===== config.mk =====
export PLATFORM = sky130hd
export DESIGN_NAME = cpu_clock_switch_ctrl
export DESIGN_NICKNAME = d
export VERILOG_FILES = /design/src/rtl/cpu_clock_switch_ctrl.sv
export SDC_FILE = /design/constraint.sdc
export NUM_CORES = 1
export LEC_CHECK = 0
export CAP_MARGIN = 15
export CORE_ASPECT_RATIO = 0.8
export CORE_MARGIN = 3
export CORE_UTILIZATION = 45
export DETAILED_ROUTE_END_ITERATION = 12
export DONT_BUFFER_PORTS = 1
export PLACE_DENSITY = 0.71
export SLEW_MARGIN = 20
export SYNTH_ARGS = -nofsm -noshare
export SYNTH_HDL_FRONTEND = slang
export SYNTH_SLANG_ARGS = --single-unit

===== constraint.sdc =====
create_clock -name C7M -period 1.94 [get_ports C7M]
set_clock_uncertainty 0.2 [all_clocks]
set_input_delay 0.582 -clock C7M [delete_from_list [all_inputs] [get_ports C7M]]
set_output_delay 0.582 -clock C7M [all_outputs]
set_load 0.03 [all_outputs]

===== src/rtl/cpu_clock_switch_ctrl.sv =====
// CPU clock mux sequencer: debounced stock/turbo switch plus one-hot turbo source select,
// changed only on an idle bus with guard time on C7M. Optional bus-wait timeout: CLKSW_BUS_TIMEOUT_EN.
module cpu_clock_switch_ctrl #(
  parameter int unsigned NUM_CLK       = 8,
  parameter int unsigned SEL_W         = 3,
  parameter int unsigned DEBOUNCE_BITS = 16,
  parameter int unsigned GUARD_CYCLES  = 4
) (
  input  logic               C7M,
  input  logic               RESET_n,
  input  logic               SW1,
  input  logic [SEL_W-1:0]   CLKSEL_REQ,
  input  logic               AS_CPU_n,
  output logic [NUM_CLK-1:0] clksel_onehot,
  output logic               use_stock,
  output logic               busy,
  output logic [SEL_W-1:0]   cur_sel
`ifdef CLKSW_BUS_TIMEOUT_EN
  ,
  output logic               timeout_flag
`endif
);

  typedef enum logic [2:0] {
    ST_IDLE,
    ST_DRAIN_A,
    ST_GUARD_PRE,
    ST_GUARD_POST,
    ST_DRAIN_B
  } state_t;

  localparam logic [DEBOUNCE_BITS-1:0] DB_LAST  = {{(DEBOUNCE_BITS-1){1'b1}}, 1'b0};
  localparam logic [7:0]               GUARD_LD = 8'(GUARD_CYCLES);
  localparam logic [NUM_CLK-1:0]       ONEHOT_0 = {{(NUM_CLK-1){1'b0}}, 1'b1};

  logic                     sw1_s1_q, sw1_s2_q, as_s1_q, as_s2_q;
  logic [SEL_W-1:0]         sel_s1_q, sel_s2_q;
  logic                     sw1_deb_q, sw1_deb_d;
  logic [SEL_W-1:0]         sel_deb_q, sel_deb_d;
  logic [DEBOUNCE_BITS-1:0] sw1_cnt_q, sw1_cnt_d, sel_cnt_q, sel_cnt_d;
  state_t                   state_q, state_d;
  logic [7:0]               gcnt_q, gcnt_d;
  logic [SEL_W-1:0]         target_q, target_d, cur_sel_q, cur_sel_d;
  logic [NUM_CLK-1:0]       onehot_q, onehot_d;
  logic                     use_stock_q, use_stock_d;
  logic                     bus_idle, drain_go, sel_valid;

  assign bus_idle  = as_s2_q;
  assign sel_valid = 32'(sel_deb_q) < NUM_CLK;

`ifdef CLKSW_BUS_TIMEOUT_EN
  logic [11:0] to_cnt_q, to_cnt_d;
  logic        timeout_q, timeout_d;

  // A stuck bus in a drain state is treated as idle once the wait counter saturates.
  assign drain_go     = bus_idle || (to_cnt_q == 12'hFFF);
  assign timeout_flag = timeout_q;

  always_comb begin
    to_cnt_d  = '0;
    timeout_d = timeout_q;
    if ((state_q == ST_DRAIN_A || state_q == ST_DRAIN_B) && !bus_idle) begin
      if (to_cnt_q == 12'hFFF) timeout_d = 1'b1;
      else                     to_cnt_d  = to_cnt_q + 12'd1;
    end
  end

  always_ff @(posedge C7M or negedge RESET_n) begin
    if (!RESET_n) begin
      to_cnt_q  <= '0;
      timeout_q <= 1'b0;
    end else begin
      to_cnt_q  <= to_cnt_d;
      timeout_q <= timeout_d;
    end
  end
`else
  assign drain_go = bus_idle;
`endif

  always_ff @(posedge C7M or negedge RESET_n) begin
    if (!RESET_n) begin
      sw1_s1_q <= 1'b1;
      sw1_s2_q <= 1'b1;
      sel_s1_q <= '0;
      sel_s2_q <= '0;
      as_s1_q  <= 1'b1;
      as_s2_q  <= 1'b1;
    end else begin
      sw1_s1_q <= SW1;
      sw1_s2_q <= sw1_s1_q;
      sel_s1_q <= CLKSEL_REQ;
      sel_s2_q <= sel_s1_q;
      as_s1_q  <= AS_CPU_n;
      as_s2_q  <= as_s1_q;
    end
  end

  // The first-stage sample counts as the newer sample: a mismatch there restarts the count.
  always_comb begin
    sw1_deb_d = sw1_deb_q;
    sw1_cnt_d = '0;
    if (sw1_s2_q != sw1_deb_q && sw1_s1_q == sw1_s2_q) begin
      if (sw1_cnt_q == DB_LAST) sw1_deb_d = sw1_s2_q;
      else                      sw1_cnt_d = sw1_cnt_q + DEBOUNCE_BITS'(1);
    end
    sel_deb_d = sel_deb_q;
    sel_cnt_d = '0;
    if (sel_s2_q != sel_deb_q && sel_s1_q == sel_s2_q) begin
      if (sel_cnt_q == DB_LAST) sel_deb_d = sel_s2_q;
      else                      sel_cnt_d = sel_cnt_q + DEBOUNCE_BITS'(1);
    end
  end

  always_comb begin
    state_d     = state_q;
    gcnt_d      = gcnt_q;
    target_d    = target_q;
    cur_sel_d   = cur_sel_q;
    onehot_d    = onehot_q;
    use_stock_d = use_stock_q;
    case (state_q)
      ST_IDLE: begin
        if (sel_valid && sel_deb_q != cur_sel_q) begin
          target_d = sel_deb_q;
          state_d  = ST_DRAIN_A;
        end else if (sw1_deb_q != use_stock_q && bus_idle) begin
          use_stock_d = sw1_deb_q;
        end
      end
      ST_DRAIN_A: begin
        if (drain_go) begin
          use_stock_d = 1'b1;
          gcnt_d      = GUARD_LD;
          state_d     = ST_GUARD_PRE;
        end
      end
      ST_GUARD_PRE: begin
        if (gcnt_q <= 8'd1) begin
          onehot_d  = ONEHOT_0 << target_q;
          cur_sel_d = target_q;
          gcnt_d    = GUARD_LD;
          state_d   = ST_GUARD_POST;
        end else begin
          gcnt_d = gcnt_q - 8'd1;
        end
      end
      ST_GUARD_POST: begin
        if (gcnt_q <= 8'd1) state_d = ST_DRAIN_B;
        else                gcnt_d  = gcnt_q - 8'd1;
      end
      ST_DRAIN_B: begin
        if (drain_go) begin
          use_stock_d = sw1_deb_q;
          state_d     = ST_IDLE;
        end
      end
      default: state_d = ST_IDLE;
    endcase
  end

  always_ff @(posedge C7M or negedge RESET_n) begin
    if (!RESET_n) begin
      sw1_deb_q   <= 1'b1;
      sw1_cnt_q   <= '0;
      sel_deb_q   <= '0;
      sel_cnt_q   <= '0;
      state_q     <= ST_IDLE;
      gcnt_q      <= '0;
      target_q    <= '0;
      cur_sel_q   <= '0;
      onehot_q    <= ONEHOT_0;
      use_stock_q <= 1'b1;
    end else begin
      sw1_deb_q   <= sw1_deb_d;
      sw1_cnt_q   <= sw1_cnt_d;
      sel_deb_q   <= sel_deb_d;
      sel_cnt_q   <= sel_cnt_d;
      state_q     <= state_d;
      gcnt_q      <= gcnt_d;
      target_q    <= target_d;
      cur_sel_q   <= cur_sel_d;
      onehot_q    <= onehot_d;
      use_stock_q <= use_stock_d;
    end
  end

  assign clksel_onehot = onehot_q;
  assign use_stock     = use_stock_q;
  assign cur_sel       = cur_sel_q;
  assign busy          = (state_q != ST_IDLE);

endmodule


==> summary.txt <==
outcome - finished, violations left
failing checks - negative hold slack, negative setup slack
Post-Route WL - 6230 µm
Final Max Tran Viols - 0
post-synth design cell area - 3350 µm²
drt wl/cell - 13.9 µm
worst vdd ir - 0.459 mV
post-synthesis async set-or-reset flop share - 100%
max frequency - 482 MHz
initial core utilization - 47.4%
Slew @ Worst Pin - 0.430 ns
Detailed Route Iter0 Violations - 64
filler cell count - 603
crit-path max FO - 2
CP cell instances - or3_4 > buf_6
Maximum Capacitance Violations - 0
Most used DFF post-synth - dfrtp_1
post-synthesis sequential area ratio - 54.1%
flop and latch count out of synthesis - 72
post-synth top area share - 48.6%
GRT Residual Overflow - 0
row cnt - 27
I/O pin cnt - 20
crit start category - register
sequential share of power - 56.8%
CTS sink cnt - 72
top cells by count, synth - 65 x dfrtp_1, 55 x nor2_1, 33 x nand2_1
Cells after DPL - 427
Gate Count Post-Synth - 321
Clock Power Share - 41.9%
Slowest-stage cell, CP - or3_4
Cell variety after synth - 48
syn_area_per_cell - 10.4 µm²
P_int - 2.12 mW
drc violations - 0
number of port buffers - 0
worst-skew pair later-pin latency - 0.35 ns
CP delay by family, top - simple AND/OR/NAND/NOR gates
ANT cells - 0
GRT Total Usage - 16.2%
net count of the mapped netlist - 334
Synth area leader - dfrtp_1
pin count of the biggest net entering global routing - 73
initial antenna violation count - 0
final hold slack - -0.278 ns
max_slew headroom - 71.3%
top-count cell post-synth - dfrtp_1
first-pass GRT wire length - 10,800 µm
post-route setup slack - -0.136 ns
P_sw - 0.585 mW
Final HPWL DP - 4120 µm
Die Area - 8510 µm²
WP data required - 1.16 ns
number of synthesized flops with an enable pin - 0
Tcrit/Tclk final - 107%
Reg clk slew, reported paths - 0.08 ns
H-Tree Depth - 3
main area contributors after synthesis - dfrtp_1 49%, xor2_1 6.5%, nor2_1 6.2%
CTS Buf Count - 9
1st-pass router iterations - 4
total core area - 7060 µm²
number of global-route vias before repair - 2,316
final RePlAce weighted congestion - 0.773
Critical Path AT - 1.29 ns
reg-to-reg setup timing slack - -0.05 ns
Area growth syn-to-layout - 17.4%
PD cells - 688 nW/µm²
Final Hold Fails - 72
Vias - 2,383
Finish-stage setup viols - 5
CP max stage delay - 0.41 ns
clk buf depth - 2
total power draw - 2.70 mW
fin crit period - 2.08 ns
Yosys warnings - 0
HP Class - input pin to asynchronous set/reset pin
Clock Tree Root - clkbuf_8
Vias/cell - 5.32
leakage power - 1.69 nW
Final nets - 369
Die Span Y - 83.1 µm
switching part of the total - 21.7%
TritonCTS clock tree - built
Multi-input gate area - 1520 µm²
final std cells w/o fill - 448
Worst setup EP type - primary output
Logic pwr share - 1.3%
CP Class - register to primary output
RSZ-0062 raised after global routing - yes
antenna viol nets, final - 0
share of cells above drive strength 1 - 23.0%
CP Buf/Inv Count - 1
Die X - 102 µm
Reg area - 1810 µm²
area by class of cell:
cell class	count	share of cell area, %
flip-flops and latches	72	46.1
multi-input cells	230	38.8
clock buffers	9	3.15
repair buffers	32	6.50
inverters	11	1.05
well taps	87	2.77
clock inverters	7	1.59
per-layer routing:
metal  vias up  GRT usage [%]  wire, µm  part of all wire [%]
li1       1160              -         -                     -
met1      1165           22.6      3020                    49
met2        52           22.9      2810                    45
met3         6           5.63       315                   5.1
met4         0           6.56        76                   1.2
met5         -              0         0                     0
final timing paths:
kind,startpoint,depth (start not counted),end
max reg2reg,gcnt_q[4],5,gcnt_q[4]
max,state_q[2],2,busy
min in group C7M,AS_CPU_n,0,as_s1_q
min,RESET_n,0,clksel_onehot[5]
max in group asynchronous,RESET_n,0,sw1_s2_q
min reg2reg,as_s1_q,0,as_s2_q
state kept, by name, indices dropped and copies added (netlist names):
register and count:
sw1_cnt_q 16, sel_s2_q 3, sw1_s2_q 1, target_q 3
state_q 3, as_s2_q 1, as_s1_q 1, sel_s1_q 3
sw1_s1_q 1, clksel_onehot 8, gcnt_q 8, sel_cnt_q 16
cur_sel 3, sw1_deb_q 1, use_stock 1, sel_deb_q 3
through the flow:
stage	worst slack [ns]	util, %	setup TNS, ns	cell area [µm²]	hold WS [ns]
after global routing	-0.167	55.6	-0.779	3930	-0.309
final	-0.136	55.6	-0.261	3930	-0.278
after floorplan	0.0251	-	0	3360	0.0864
after global placement	0.0135	51.4	0	3630	0.0888
after CTS	-0.129	54.7	-0.196	3860	-0.302
after detailed placement	-0.0420	51.4	-0.0778	3630	0.0883
repair_timing:
item | 4_1_cts | 5_1_grt
cloned | 0 | 1
buffers inserted | 3 | 0
pin swaps | 1 | 7
resized for setup | 5 | 12
endpoints found under the setup margin | 6 | 18
hold endpoints to repair | 72 | 73
kinds of logic after synthesis:
| kind of cell | after synthesis | synth area share [%] |
|---|---|---|
| adder cells (fa/ha/maj) | 6 | 2.24 |
| flip-flops | 72 | 54.1 |
| multiplexers | 7 | 2.36 |
| XOR/XNOR | 44 | 11.5 |
| buffers and inverters | 19 | 2.54 |
| AO/OA/AOI/OAI | 31 | 6.69 |
| AND/OR/NAND/NOR | 142 | 20.5 |
worst reg2reg max path, stage by stage (launching register included):
cell,delay (ns)
dfrtp_1,0.39
or3_4,0.43
o41a_4,0.42
o211ai_1,0.22
xor2_1,0.16
nor2_1,0.05
power groups by stage:
stage | Clock, mW | Sequential (mW) | Combinational (mW)
6_report | 1.13 | 1.53 | 0.0358
5_1_grt | 1.26 | 1.54 | 0.0402
4_1_cts | 1.17 | 1.53 | 0.0346
2_1_floorplan | 0 | 1.56 | 0.0261
3_5_place_dp | 0 | 1.56 | 0.0345
3_3_place_gp | 0 | 1.56 | 0.0338
placed cells by master, fill, tap and decap left out, types with 2 or more instances in the layout:
cell type / netlist / routed
xor2_1: 25 / 25
nand3_1: 11 / 11
nand2_1: 33 / 33
clkinv_2: 0 / 5
o41ai_1: 2 / 2
xnor2_1: 19 / 19
o211ai_1: 3 / 3
o21ai_2: 0 / 4
clkbuf_8: 0 / 9
buf_4: 1 / 26
nand4_1: 10 / 10
mux2_2: 6 / 6
nor2b_1: 2 / 2
o21ai_0: 9 / 9
nor4_1: 2 / 2
and4_1: 2 / 2
or3_1: 3 / 2
nor2_1: 55 / 55
or3_4: 1 / 2
inv_1: 11 / 9
o31ai_2: 0 / 4
buf_6: 1 / 4
dfrtp_1: 65 / 65
nand2b_1: 2 / 2
dfstp_2: 7 / 7
inv_2: 0 / 2
nor3_1: 9 / 8
ha_1: 6 / 5
No activity file was read; power rests on OpenSTA's default activity.
